===== src/rtl/multi_channel_queue.sv =====
// multi_channel_queue: NUM_CHANNELS independent FIFOs sharing one storage
// array, each with occupancy flags, sticky error flags and a hysteresis
// throttle ("kill") FSM.
// Optional macro QUEUE_WATERMARK_EN adds the max_occupancy output.
//
// Kill FSM (one per channel):
//   state          | meaning
//   KILL_NORMAL    | channel below high threshold, core not throttled
//   KILL_THROTTLED | occupancy reached high threshold, kill_the_core asserted
module multi_channel_queue #(
  parameter int DATA_SIZE     = 8,
  parameter int QUEUE_LENGTH  = 4,
  parameter int NUM_CHANNELS  = 4,
  parameter int REGISTER_SIZE = 32,
  parameter int CH_W          = (NUM_CHANNELS > 1) ? $clog2(NUM_CHANNELS) : 1
) (
  input  logic                                  clock,
  input  logic                                  reset,
  input  logic [NUM_CHANNELS*REGISTER_SIZE-1:0] high_threshold,
  input  logic [NUM_CHANNELS*REGISTER_SIZE-1:0] low_threshold,
  input  logic                                  push_valid,
  input  logic [CH_W-1:0]                       push_channel,
  input  logic [DATA_SIZE-1:0]                  push_data,
  input  logic                                  pop_valid,
  input  logic [CH_W-1:0]                       pop_channel,
  output logic [DATA_SIZE-1:0]                  pop_data,
  output logic                                  pop_data_valid,
  output logic [NUM_CHANNELS-1:0]               empty,
  output logic [NUM_CHANNELS-1:0]               full,
  output logic [NUM_CHANNELS-1:0]               kill_the_core,
  output logic [NUM_CHANNELS-1:0]               overflow,
  output logic [NUM_CHANNELS-1:0]               underflow
`ifdef QUEUE_WATERMARK_EN
  ,output logic [NUM_CHANNELS*$clog2(QUEUE_LENGTH+1)-1:0] max_occupancy
`endif
);

  localparam int PTR_W = $clog2(QUEUE_LENGTH);
  localparam int CNT_W = $clog2(QUEUE_LENGTH + 1);
  localparam int DEPTH = NUM_CHANNELS * QUEUE_LENGTH;
  localparam int IDX_W = $clog2(DEPTH);

  typedef enum logic {KILL_NORMAL = 1'b0, KILL_THROTTLED = 1'b1} kill_state_e;

  logic [DATA_SIZE-1:0]    mem_q [DEPTH];
  logic [DATA_SIZE-1:0]    mem_d [DEPTH];
  logic [PTR_W-1:0]        head_q [NUM_CHANNELS];
  logic [PTR_W-1:0]        head_d [NUM_CHANNELS];
  logic [PTR_W-1:0]        tail_q [NUM_CHANNELS];
  logic [PTR_W-1:0]        tail_d [NUM_CHANNELS];
  logic [CNT_W-1:0]        cnt_q [NUM_CHANNELS];
  logic [CNT_W-1:0]        cnt_d [NUM_CHANNELS];
  kill_state_e             kill_q [NUM_CHANNELS];
  kill_state_e             kill_d [NUM_CHANNELS];
  logic [NUM_CHANNELS-1:0] empty_q, empty_d, full_q, full_d;
  logic [NUM_CHANNELS-1:0] overflow_q, overflow_d, underflow_q, underflow_d;
  logic [DATA_SIZE-1:0]    pop_data_q, pop_data_d;
  logic                    pop_data_valid_q, pop_data_valid_d;

  logic                     push_hit, pop_hit, push_acc, pop_acc;
  logic                     kill_set, kill_clr;
  logic [CNT_W-1:0]         cnt_nxt;
  logic [REGISTER_SIZE-1:0] cnt_ext, thr_high, thr_low;

  // Pointers wrap by explicit compare so QUEUE_LENGTH need not be a power of two.
  function automatic logic [PTR_W-1:0] ptr_inc(input logic [PTR_W-1:0] p);
    return (p == PTR_W'(QUEUE_LENGTH - 1)) ? '0 : p + PTR_W'(1);
  endfunction

  // Per-channel accept decisions, storage write/read and next-state for counters, flags and kill FSM.
  always_comb begin
    mem_d            = mem_q;
    head_d           = head_q;
    tail_d           = tail_q;
    cnt_d            = cnt_q;
    kill_d           = kill_q;
    empty_d          = empty_q;
    full_d           = full_q;
    overflow_d       = overflow_q;
    underflow_d      = underflow_q;
    pop_data_d       = pop_data_q;
    pop_data_valid_d = 1'b0;
    push_hit = 1'b0;
    pop_hit  = 1'b0;
    push_acc = 1'b0;
    pop_acc  = 1'b0;
    kill_set = 1'b0;
    kill_clr = 1'b0;
    cnt_nxt  = '0;
    cnt_ext  = '0;
    thr_high = '0;
    thr_low  = '0;
    for (int c = 0; c < NUM_CHANNELS; c++) begin
      push_hit = push_valid && (push_channel == CH_W'(c));
      pop_hit  = pop_valid && (pop_channel == CH_W'(c));
      pop_acc  = pop_hit && !empty_q[c];
      // A same-channel pop frees a slot, so a full channel can still accept.
      push_acc = push_hit && (!full_q[c] || pop_acc);

      if (push_hit && !push_acc) overflow_d[c] = 1'b1;
      if (pop_hit && !pop_acc) underflow_d[c] = 1'b1;

      // Read uses mem_q, so a same-slot write this cycle is not visible (read-before-write).
      if (pop_acc) begin
        pop_data_d       = mem_q[IDX_W'(c * QUEUE_LENGTH) + IDX_W'(head_q[c])];
        pop_data_valid_d = 1'b1;
        head_d[c]        = ptr_inc(head_q[c]);
      end
      if (push_acc) begin
        mem_d[IDX_W'(c * QUEUE_LENGTH) + IDX_W'(tail_q[c])] = push_data;
        tail_d[c] = ptr_inc(tail_q[c]);
      end

      cnt_nxt = cnt_q[c];
      if (push_acc && !pop_acc) cnt_nxt = cnt_q[c] + CNT_W'(1);
      if (pop_acc && !push_acc) cnt_nxt = cnt_q[c] - CNT_W'(1);
      cnt_d[c]   = cnt_nxt;
      full_d[c]  = (cnt_nxt == CNT_W'(QUEUE_LENGTH));
      empty_d[c] = (cnt_nxt == '0);

      // Hysteresis on the post-update count; an inverted window (low>=high) never throttles.
      thr_high = high_threshold[c*REGISTER_SIZE +: REGISTER_SIZE];
      thr_low  = low_threshold[c*REGISTER_SIZE +: REGISTER_SIZE];
      cnt_ext  = REGISTER_SIZE'(cnt_nxt);
      kill_clr = (thr_high == '0) || (cnt_ext <= thr_low) || (thr_low >= thr_high);
      kill_set = !kill_clr && (cnt_ext >= thr_high);
      case (kill_q[c])
        KILL_NORMAL:    if (kill_set) kill_d[c] = KILL_THROTTLED;
        KILL_THROTTLED: if (kill_clr) kill_d[c] = KILL_NORMAL;
        default:        kill_d[c] = KILL_NORMAL;
      endcase
    end
  end

  // Storage array carries no reset; validity is tracked by the counters.
  always_ff @(posedge clock) begin
    mem_q <= mem_d;
  end

  // Control state register with synchronous reset taking priority over traffic.
  always_ff @(posedge clock) begin
    if (reset) begin
      for (int c = 0; c < NUM_CHANNELS; c++) begin
        head_q[c] <= '0;
        tail_q[c] <= '0;
        cnt_q[c]  <= '0;
        kill_q[c] <= KILL_NORMAL;
      end
      empty_q          <= '1;
      full_q           <= '0;
      overflow_q       <= '0;
      underflow_q      <= '0;
      pop_data_q       <= '0;
      pop_data_valid_q <= 1'b0;
    end else begin
      head_q           <= head_d;
      tail_q           <= tail_d;
      cnt_q            <= cnt_d;
      kill_q           <= kill_d;
      empty_q          <= empty_d;
      full_q           <= full_d;
      overflow_q       <= overflow_d;
      underflow_q      <= underflow_d;
      pop_data_q       <= pop_data_d;
      pop_data_valid_q <= pop_data_valid_d;
    end
  end

  // Output drive from registered state.
  always_comb begin
    kill_the_core = '0;
    for (int c = 0; c < NUM_CHANNELS; c++) begin
      kill_the_core[c] = (kill_q[c] == KILL_THROTTLED);
    end
  end

  assign pop_data       = pop_data_q;
  assign pop_data_valid = pop_data_valid_q;
  assign empty          = empty_q;
  assign full           = full_q;
  assign overflow       = overflow_q;
  assign underflow      = underflow_q;

`ifdef QUEUE_WATERMARK_EN
  logic [CNT_W-1:0] max_q [NUM_CHANNELS];
  logic [CNT_W-1:0] max_d [NUM_CHANNELS];

  // Peak tracking follows the registered counter, so it lags the count by one cycle.
  always_comb begin
    max_d         = max_q;
    max_occupancy = '0;
    for (int c = 0; c < NUM_CHANNELS; c++) begin
      if (cnt_q[c] > max_q[c]) max_d[c] = cnt_q[c];
      max_occupancy[c*CNT_W +: CNT_W] = max_q[c];
    end
  end

  // Watermark register.
  always_ff @(posedge clock) begin
    if (reset) begin
      for (int c = 0; c < NUM_CHANNELS; c++) max_q[c] <= '0;
    end else begin
      max_q <= max_d;
    end
  end
`endif

endmodule


===== config.mk =====
export PLATFORM = sky130hd
export DESIGN_NAME = multi_channel_queue
export DESIGN_NICKNAME = d
export VERILOG_FILES = /design/src/rtl/multi_channel_queue.sv
export SDC_FILE = /design/constraint.sdc
export NUM_CORES = 1
export LEC_CHECK = 0
export CORE_UTILIZATION = 40
export DETAILED_ROUTE_END_ITERATION = 16
export GPL_TIMING_DRIVEN = 0
export HOLD_SLACK_MARGIN = 0.12
export PLACE_DENSITY = 0.67
export SLEW_MARGIN = 10
export SYNTH_ARGS = -nofsm -noshare
export SYNTH_HDL_FRONTEND = slang
export SYNTH_SLANG_ARGS = --single-unit

===== constraint.sdc =====
create_clock -name clock -period 6.5 [get_ports clock]
set_input_delay 1.3 -clock clock [delete_from_list [all_inputs] [get_ports clock]]
set_output_delay 1.3 -clock clock [all_outputs]
set_load 0.05 [all_outputs]

==> results.json, run 1 <==
{
  "port_buffers": 298,
  "area_growth_pct": 33.7,
  "clock_skew_ps": 23.9,
  "avgSynthCellArea_sq_um": 10.5,
  "htree_levels": 4,
  "busiest_layer": "met2",
  "die-area_sq_um": 30700,
  "synthArstFlopShare_pct": 0,
  "grt_pass1_wl_um": 53300,
  "fin_util_pct": 54.2,
  "ys_ff_latch": 185,
  "worstSetupEndpointType": "flip-flop",
  "core_area_sq_um": 29600,
  "slew_headroom_pct": 36.6,
  "synth_edf_count": 128,
  "vias": 9897,
  "drc_errors": 0,
  "final.period_utilization_pct": 70.1,
  "ys_seq_area_share_pct": 41.5,
  "grt_util_met1_pct": 26.7,
  "total_power_mw": 2.89,
  "postSynthCellCount": 1146,
  "start_util_pct": 40.6,
  "seqPwrFrac_pct": 44.7,
  "crit_family": "simple AND/OR/NAND/NOR gates",
  "globalRouteMet3Util_pct": 3.77,
  "switching_share_pct": 27.1,
  "routed_wl_um": 34200,
  "worstSetupStartpointType": "primary input",
  "drt-initial-drc-count": 494,
  "hold_class": "flip-flop to flip-flop",
  "post_cts_buffers": 0,
  "ir_drop_uv": 177,
  "tightest_slew_ps": 950,
  "cp_max_fo": 6,
  "routedWlPerCell_um": 18.3,
  "drt_first_pass_iters": 4,
  "crit_type": "primary input to flip-flop",
  "synthFlopType": "edfxtp_1",
  "rsz0062_at_grt": "no",
  "p_leak_nw": 6.65,
  "critPathArrivalTime_ps": 4900,
  "clk_latency_ps": 440,
  "route.antenna.remaining_nets": 0,
  "dp.cells": 1834,
  "pwr-share-clk_pct": 34.8,
  "synth_top_area_share_pct": 32.0,
  "grt_util_met2_pct": 40.4,
  "io_pins": 301,
  "cts_root_buf": "clkbuf_16",
  "finalNonFillerCells": 1866,
  "grt_pass1_vias": 10300,
  "antenna_found_initial": 0,
  "clkSinkCount": 185,
  "hold_viol": 0,
  "synth_nets": 1598,
  "clock.fmax_mhz": 219,
  "p_switching_mw": 0.785,
  "grt_usage_pct": 22.4,
  "gp_congestion": 0.894,
  "synth_top_area_cell": "edfxtp_1",
  "p_comb_share_pct": 20.5,
  "slew_viol_final": 0,
  "holdBufCountCts": 0,
  "cp_cell_sequence": "clkdlybuf4s50_1, nand2_1, or2_2, nor3_1, a22o_1, xnor2_1, inv_1, ha_1, nor3_1, or4_1, a311oi_1, o211ai_1, a221o_1, a311oi_1",
  "maxCapViolCount": 0,
  "clkSlewWorstSetupHoldPaths_ps": 70,
  "grt_max_degree": 19,
  "diodes": 0,
  "rows": 63,
  "post_synth_num_cell_types": 67,
  "yosysWarnings": 0,
  "crit_buf_inv": 2,
  "netlist_area_sq_um": 12000,
  "power.density_nw_per_um2": 180,
  "cts_buffers": 17,
  "synthTopCellsByArea": "edfxtp_1 (32%), ha_1 (19%), dfxtp_1 (9.5%)",
  "cts_tree": "done",
  "setup_viol": 0,
  "holdWs_ps": 470,
  "cp.required_ps": 6840,
  "drive_above_1_share_pct": 6.03,
  "finalSetupTns_ps": 0,
  "min_period_ps": 4560,
  "detailed_place_hpwl_um": 27500,
  "die_h_um": 175,
  "slowest_stage": "clkdlybuf4s50_1",
  "nNetsFinal": 1915,
  "globalRouteOverflowTotal": 0,
  "cts_resized": 0,
  "status": "complete, no violations",
  "critical-path-max-stage-delay_ps": 670,
  "via_per_inst": 5.30,
  "p_int_mw": 2.11,
  "die_w_um": 175,
  "cts_buffer_depth": 2,
  "r2r_slack_ps": 3110
}
## power by group through the flow
stage	logic [mW]	clock network (mW)	registers, mW
3_5_place_dp	0.592	0	1.32
2_1_floorplan	0.251	0	1.35
6_report	0.592	1.01	1.29
5_1_grt	0.655	1.07	1.30
3_3_place_gp	0.577	0	1.32
4_1_cts	0.596	1.02	1.29
## synthesized netlist by cell type (all sizes together) (3+ instances only)
| library cell | count |
|---|---|
| ha | 180 |
| inv | 165 |
| edfxtp | 128 |
| a21oi | 89 |
| nor2 | 74 |
| nor4 | 59 |
| dfxtp | 57 |
| o21ai | 41 |
| nand4 | 36 |
| nand2 | 34 |
| and3 | 33 |
| mux4 | 32 |
| a21o | 25 |
| nor3 | 23 |
| and2 | 20 |
| clkbuf | 17 |
| nand3 | 17 |
| buf | 12 |
| nand2b | 11 |
| a211oi | 10 |
| mux2i | 9 |
| xnor2 | 7 |
| a221oi | 5 |
| o31ai | 5 |
| a2111oi | 4 |
| a211o | 4 |
| a31oi | 4 |
| a311oi | 3 |
| nor2b | 3 |
| o2111ai | 3 |
| o211ai | 3 |
| or3 | 3 |
## metal layers
metal	routed length, um	vias to the layer above
met5	0	-
met1	14500	4644
li1	-	4918
met2	17000	295
met4	791	0
met3	1910	40
## flip-flops by register name (all words and copies together) (netlist names)
register / cells
full: 4
pop_data_valid: 1
underflow: 4
head_q: 8
tail_q: 8
empty: 4
pop_data: 8
overflow: 4
kill_the_core: 4
mem_q: 128
cnt_q: 12
## tightest hold or removal path, cell delays in order (launching register included)
cell     delay, ps
dfxtp_1        320
a41oi_1         40
nor2_1          70
## kinds of logic (layout without fill, tap and decap cells)
group                    after synthesis  after routing  share of synthesized area [%]
XOR/XNOR                               8              8                          0.708
adder cells (fa/ha/maj)              180            180                           18.7
flip-flops                           185            185                           41.5
buffers and inverters                194            524                           6.26
AO/OA/AOI/OAI                        212            212                           11.2
AND/OR/NAND/NOR                      326            326                           14.9
multiplexers                          41             41                           6.75
## placed cells by master (no fill, tap or decap), types with 4 or more instances in the layout
cell type,n
buf_1,4
nand4_1,36
nand2b_1,11
inv_8,6
dfxtp_1,57
a21oi_1,89
nor3_1,23
clkdlybuf4s50_1,298
and3_1,33
a211oi_1,10
a21o_1,24
xnor2_1,6
nand3_1,17
clkbuf_1,16
inv_1,165
buf_2,6
o21ai_0,41
ha_1,180
nor2_1,71
nor4_1,59
a221oi_1,5
and2_1,19
edfxtp_1,128
nand2_1,34
mux2i_1,9
a31oi_1,4
clkbuf_16,17
a211o_1,4
a2111oi_0,4
mux4_2,32
## final cells by class
type	count	area, sq um
buffer	29	133
inverter	165	619
clock buffer	19	453
fill	2660	13600
multi-input combinational	767	6280
sequential	185	4980
timing repair buffer	298	2980
tap	390	488
clock inverter	13	129
## worst paths after layout
check / start / endpoint / cells past startpoint
hold reg to reg: underflow[1] / underflow[1] / 2
setup reg to reg: empty[1] / kill_the_core[1] / 11
setup / recovery: push_channel[1] / kill_the_core[2] / 14
hold / removal: underflow[1] / underflow[1] / 2
## stage by stage
step           worst slack, ps  instance area [sq um]
4_1_cts                   1930                  16100
2_1_floorplan             2420                  12000
6_report                  1940                  16100
5_1_grt                   1590                  16100
3_3_place_gp              1520                  15500
3_5_place_dp              1490                  15500
(Power assumes the default switching activity.)
==> run 2, diff against run 1 <==
--- a/config.mk
+++ b/config.mk
@@ -9,7 +9,7 @@
 export DETAILED_ROUTE_END_ITERATION = 16
 export GPL_TIMING_DRIVEN = 0
 export HOLD_SLACK_MARGIN = 0.12
-export PLACE_DENSITY = 0.67
+export PLACE_DENSITY = 0.7
 export SLEW_MARGIN = 10
 export SYNTH_ARGS = -nofsm -noshare
 export SYNTH_HDL_FRONTEND = slang
==> constraint.sdc (replaced) <==
create_clock -name clock -period 3.9 [get_ports clock]
set_input_delay 0.78 -clock clock [delete_from_list [all_inputs] [get_ports clock]]
set_output_delay 0.78 -clock clock [all_outputs]
set_load 0.05 [all_outputs]
==> run 2 against run 1 <==
Routed wire length fell by 0.67%. Critical path depth stayed put. Largest power group unchanged. First-iteration DRC count is 27% higher. Cell area grew 0.27%. Via count grew 2.0%. Count of clock-buffer cells in the layout decreased by 2.
==> results.json, run 2 (same netlist as run 1, synthesis figures left out) <==
{
  "seqPwrFrac_pct": 44.7,
  "maxCapViolCount": 0,
  "p_comb_share_pct": 20.6,
  "hold_viol": 0,
  "via_per_inst": 5.41,
  "cts_buffer_depth": 2,
  "detailed_place_hpwl_um": 26900,
  "rsz0062_at_grt": "no",
  "grt_pass1_vias": 10300,
  "nNetsFinal": 1917,
  "clk_latency_ps": 430,
  "start_util_pct": 40.6,
  "drc_errors": 0,
  "holdPathStages": 2,
  "vias": 10100,
  "most-common-layout-cells": "clkdlybuf4s50_1 (294), ha_1 (180), inv_1 (165), edfxtp_1 (128), a21oi_1 (89)",
  "critPathArrivalTime_ps": 4000,
  "core_area_sq_um": 29600,
  "gp_congestion": 0.910,
  "min_period_ps": 3660,
  "r2r_cells": 13,
  "switching_share_pct": 27.7,
  "setup_viol": 0,
  "cts_buffers": 17,
  "clkSinkCount": 185,
  "cp_max_fo": 6,
  "port_buffers": 298,
  "tightest_slew_ps": 916,
  "clock_skew_ps": 10.6,
  "htree_levels": 4,
  "worstSetupEndpointType": "flip-flop",
  "design_area_sq_um": 16100,
  "routed_wl_um": 34000,
  "largest-register": "mem_q",
  "placed_cell_area_sq_um": 15500,
  "route.antenna.remaining_nets": 0,
  "ir_drop_uv": 387,
  "p_switching_mw": 1.34,
  "hold_class": "flip-flop to flip-flop",
  "cp.required_ps": 4240,
  "rows": 63,
  "diodes": 0,
  "io_pins": 301,
  "clkSlewWorstSetupHoldPaths_ps": 70,
  "globalRouteOverflowTotal": 0,
  "p_leak_nw": 6.68,
  "area_growth_pct": 34.1,
  "slew_viol_final": 0,
  "die_w_um": 175,
  "grt_usage_pct": 22.1,
  "pwr-share-clk_pct": 34.7,
  "final.period_utilization_pct": 93.9,
  "slew_headroom_pct": 39.0,
  "cts_tree": "done",
  "routedWlPerCell_um": 18.2,
  "grt_pass1_wl_um": 52800,
  "drt-initial-drc-count": 628,
  "power.density_nw_per_um2": 299,
  "holdBufCountCts": 0,
  "drt_first_pass_iters": 6,
  "antenna_found_initial": 0,
  "fin_util_pct": 54.4,
  "crit_type": "primary input to flip-flop",
  "cts_root_buf": "clkbuf_16",
  "worstSetupStartpointType": "primary input",
  "status": "complete, no violations",
  "p_int_mw": 3.49,
  "top_regs": "mem_q: 128 flops, cnt_q: 12 flops",
  "drive_above_1_share_pct": 6.63,
  "final_common_cell": "clkdlybuf4s50_1",
  "largest_reg_flops": 128,
  "die_h_um": 175,
  "clock.fmax_mhz": 273,
  "die-area_sq_um": 30700,
  "grt_max_degree": 20
}
-- run 2: power by group through the flow --
stage | combinational, mW | sequential, mW | clock, mW
6_report | 0.991 | 2.16 | 1.67
5_1_grt | 1.09 | 2.16 | 1.77
3_5_place_dp | 0.986 | 2.20 | 0
2_1_floorplan | 0.419 | 2.25 | 0
4_1_cts | 0.994 | 2.16 | 1.69
3_3_place_gp | 0.963 | 2.20 | 0
-- run 2: path summary, 6_finish.rpt --
check | start | end | slack, ps
hold reg to reg | underflow[2] | underflow[2] | 470
setup / recovery | push_channel[1] | kill_the_core[2] | 240
setup reg to reg | empty[2] | kill_the_core[2] | 690
hold / removal | underflow[2] | underflow[2] | 470
-- run 2: final cells by class --
cell class	instances	area, sq um
fillers	2541	13500
multi-input cells	767	6310
flip-flops and latches	185	4980
repair buffers	300	3000
inverters	165	619
well taps	390	488
clock buffers	17	425
clock inverters	15	158
plain buffers	29	133
-- run 2: worst max-delay path, cell delays in order --
cell and delay (ps):
dlygate4sd2_1 420, nand2_1 110, or2_2 340, nor3_2 270
a22o_1 190, xnor2_1 170, inv_1 130, ha_1 290
nor3_1 40, or4_1 420, a311oi_1 210, o211ai_1 140
a221o_1 300, a311oi_1 200
-- run 2: per-layer routing --
metal / part of all wire, % / vias to the layer above / GRT usage, %
met4: 2.5 / 0 / 7.93
met1: 40 / 4762 / 25.8
met2: 50 / 369 / 40.2
met5: 0 / - / 0
met3: 7.1 / 51 / 3.83
li1: - / 4915 / -
-- run 2: repair_timing --
action                     CTS  global route
setup endpoints to repair    2             4
buffers inserted             0             2
gates resized for setup      5             8
-- run 2: per-stage QoR --
step	total power, mW	TNS (ps)	cells	setup slack, ps	hold WS (ps)
after floorplan	2.67	0	1146	337	499
final	4.82	0	1868	238	473
after global placement	3.16	-1270	1834	-540	450
after global routing	5.03	0	1868	20.9	498
after CTS	4.84	0	1866	71.4	481
after detailed placement	3.19	-1510	1834	-594	461
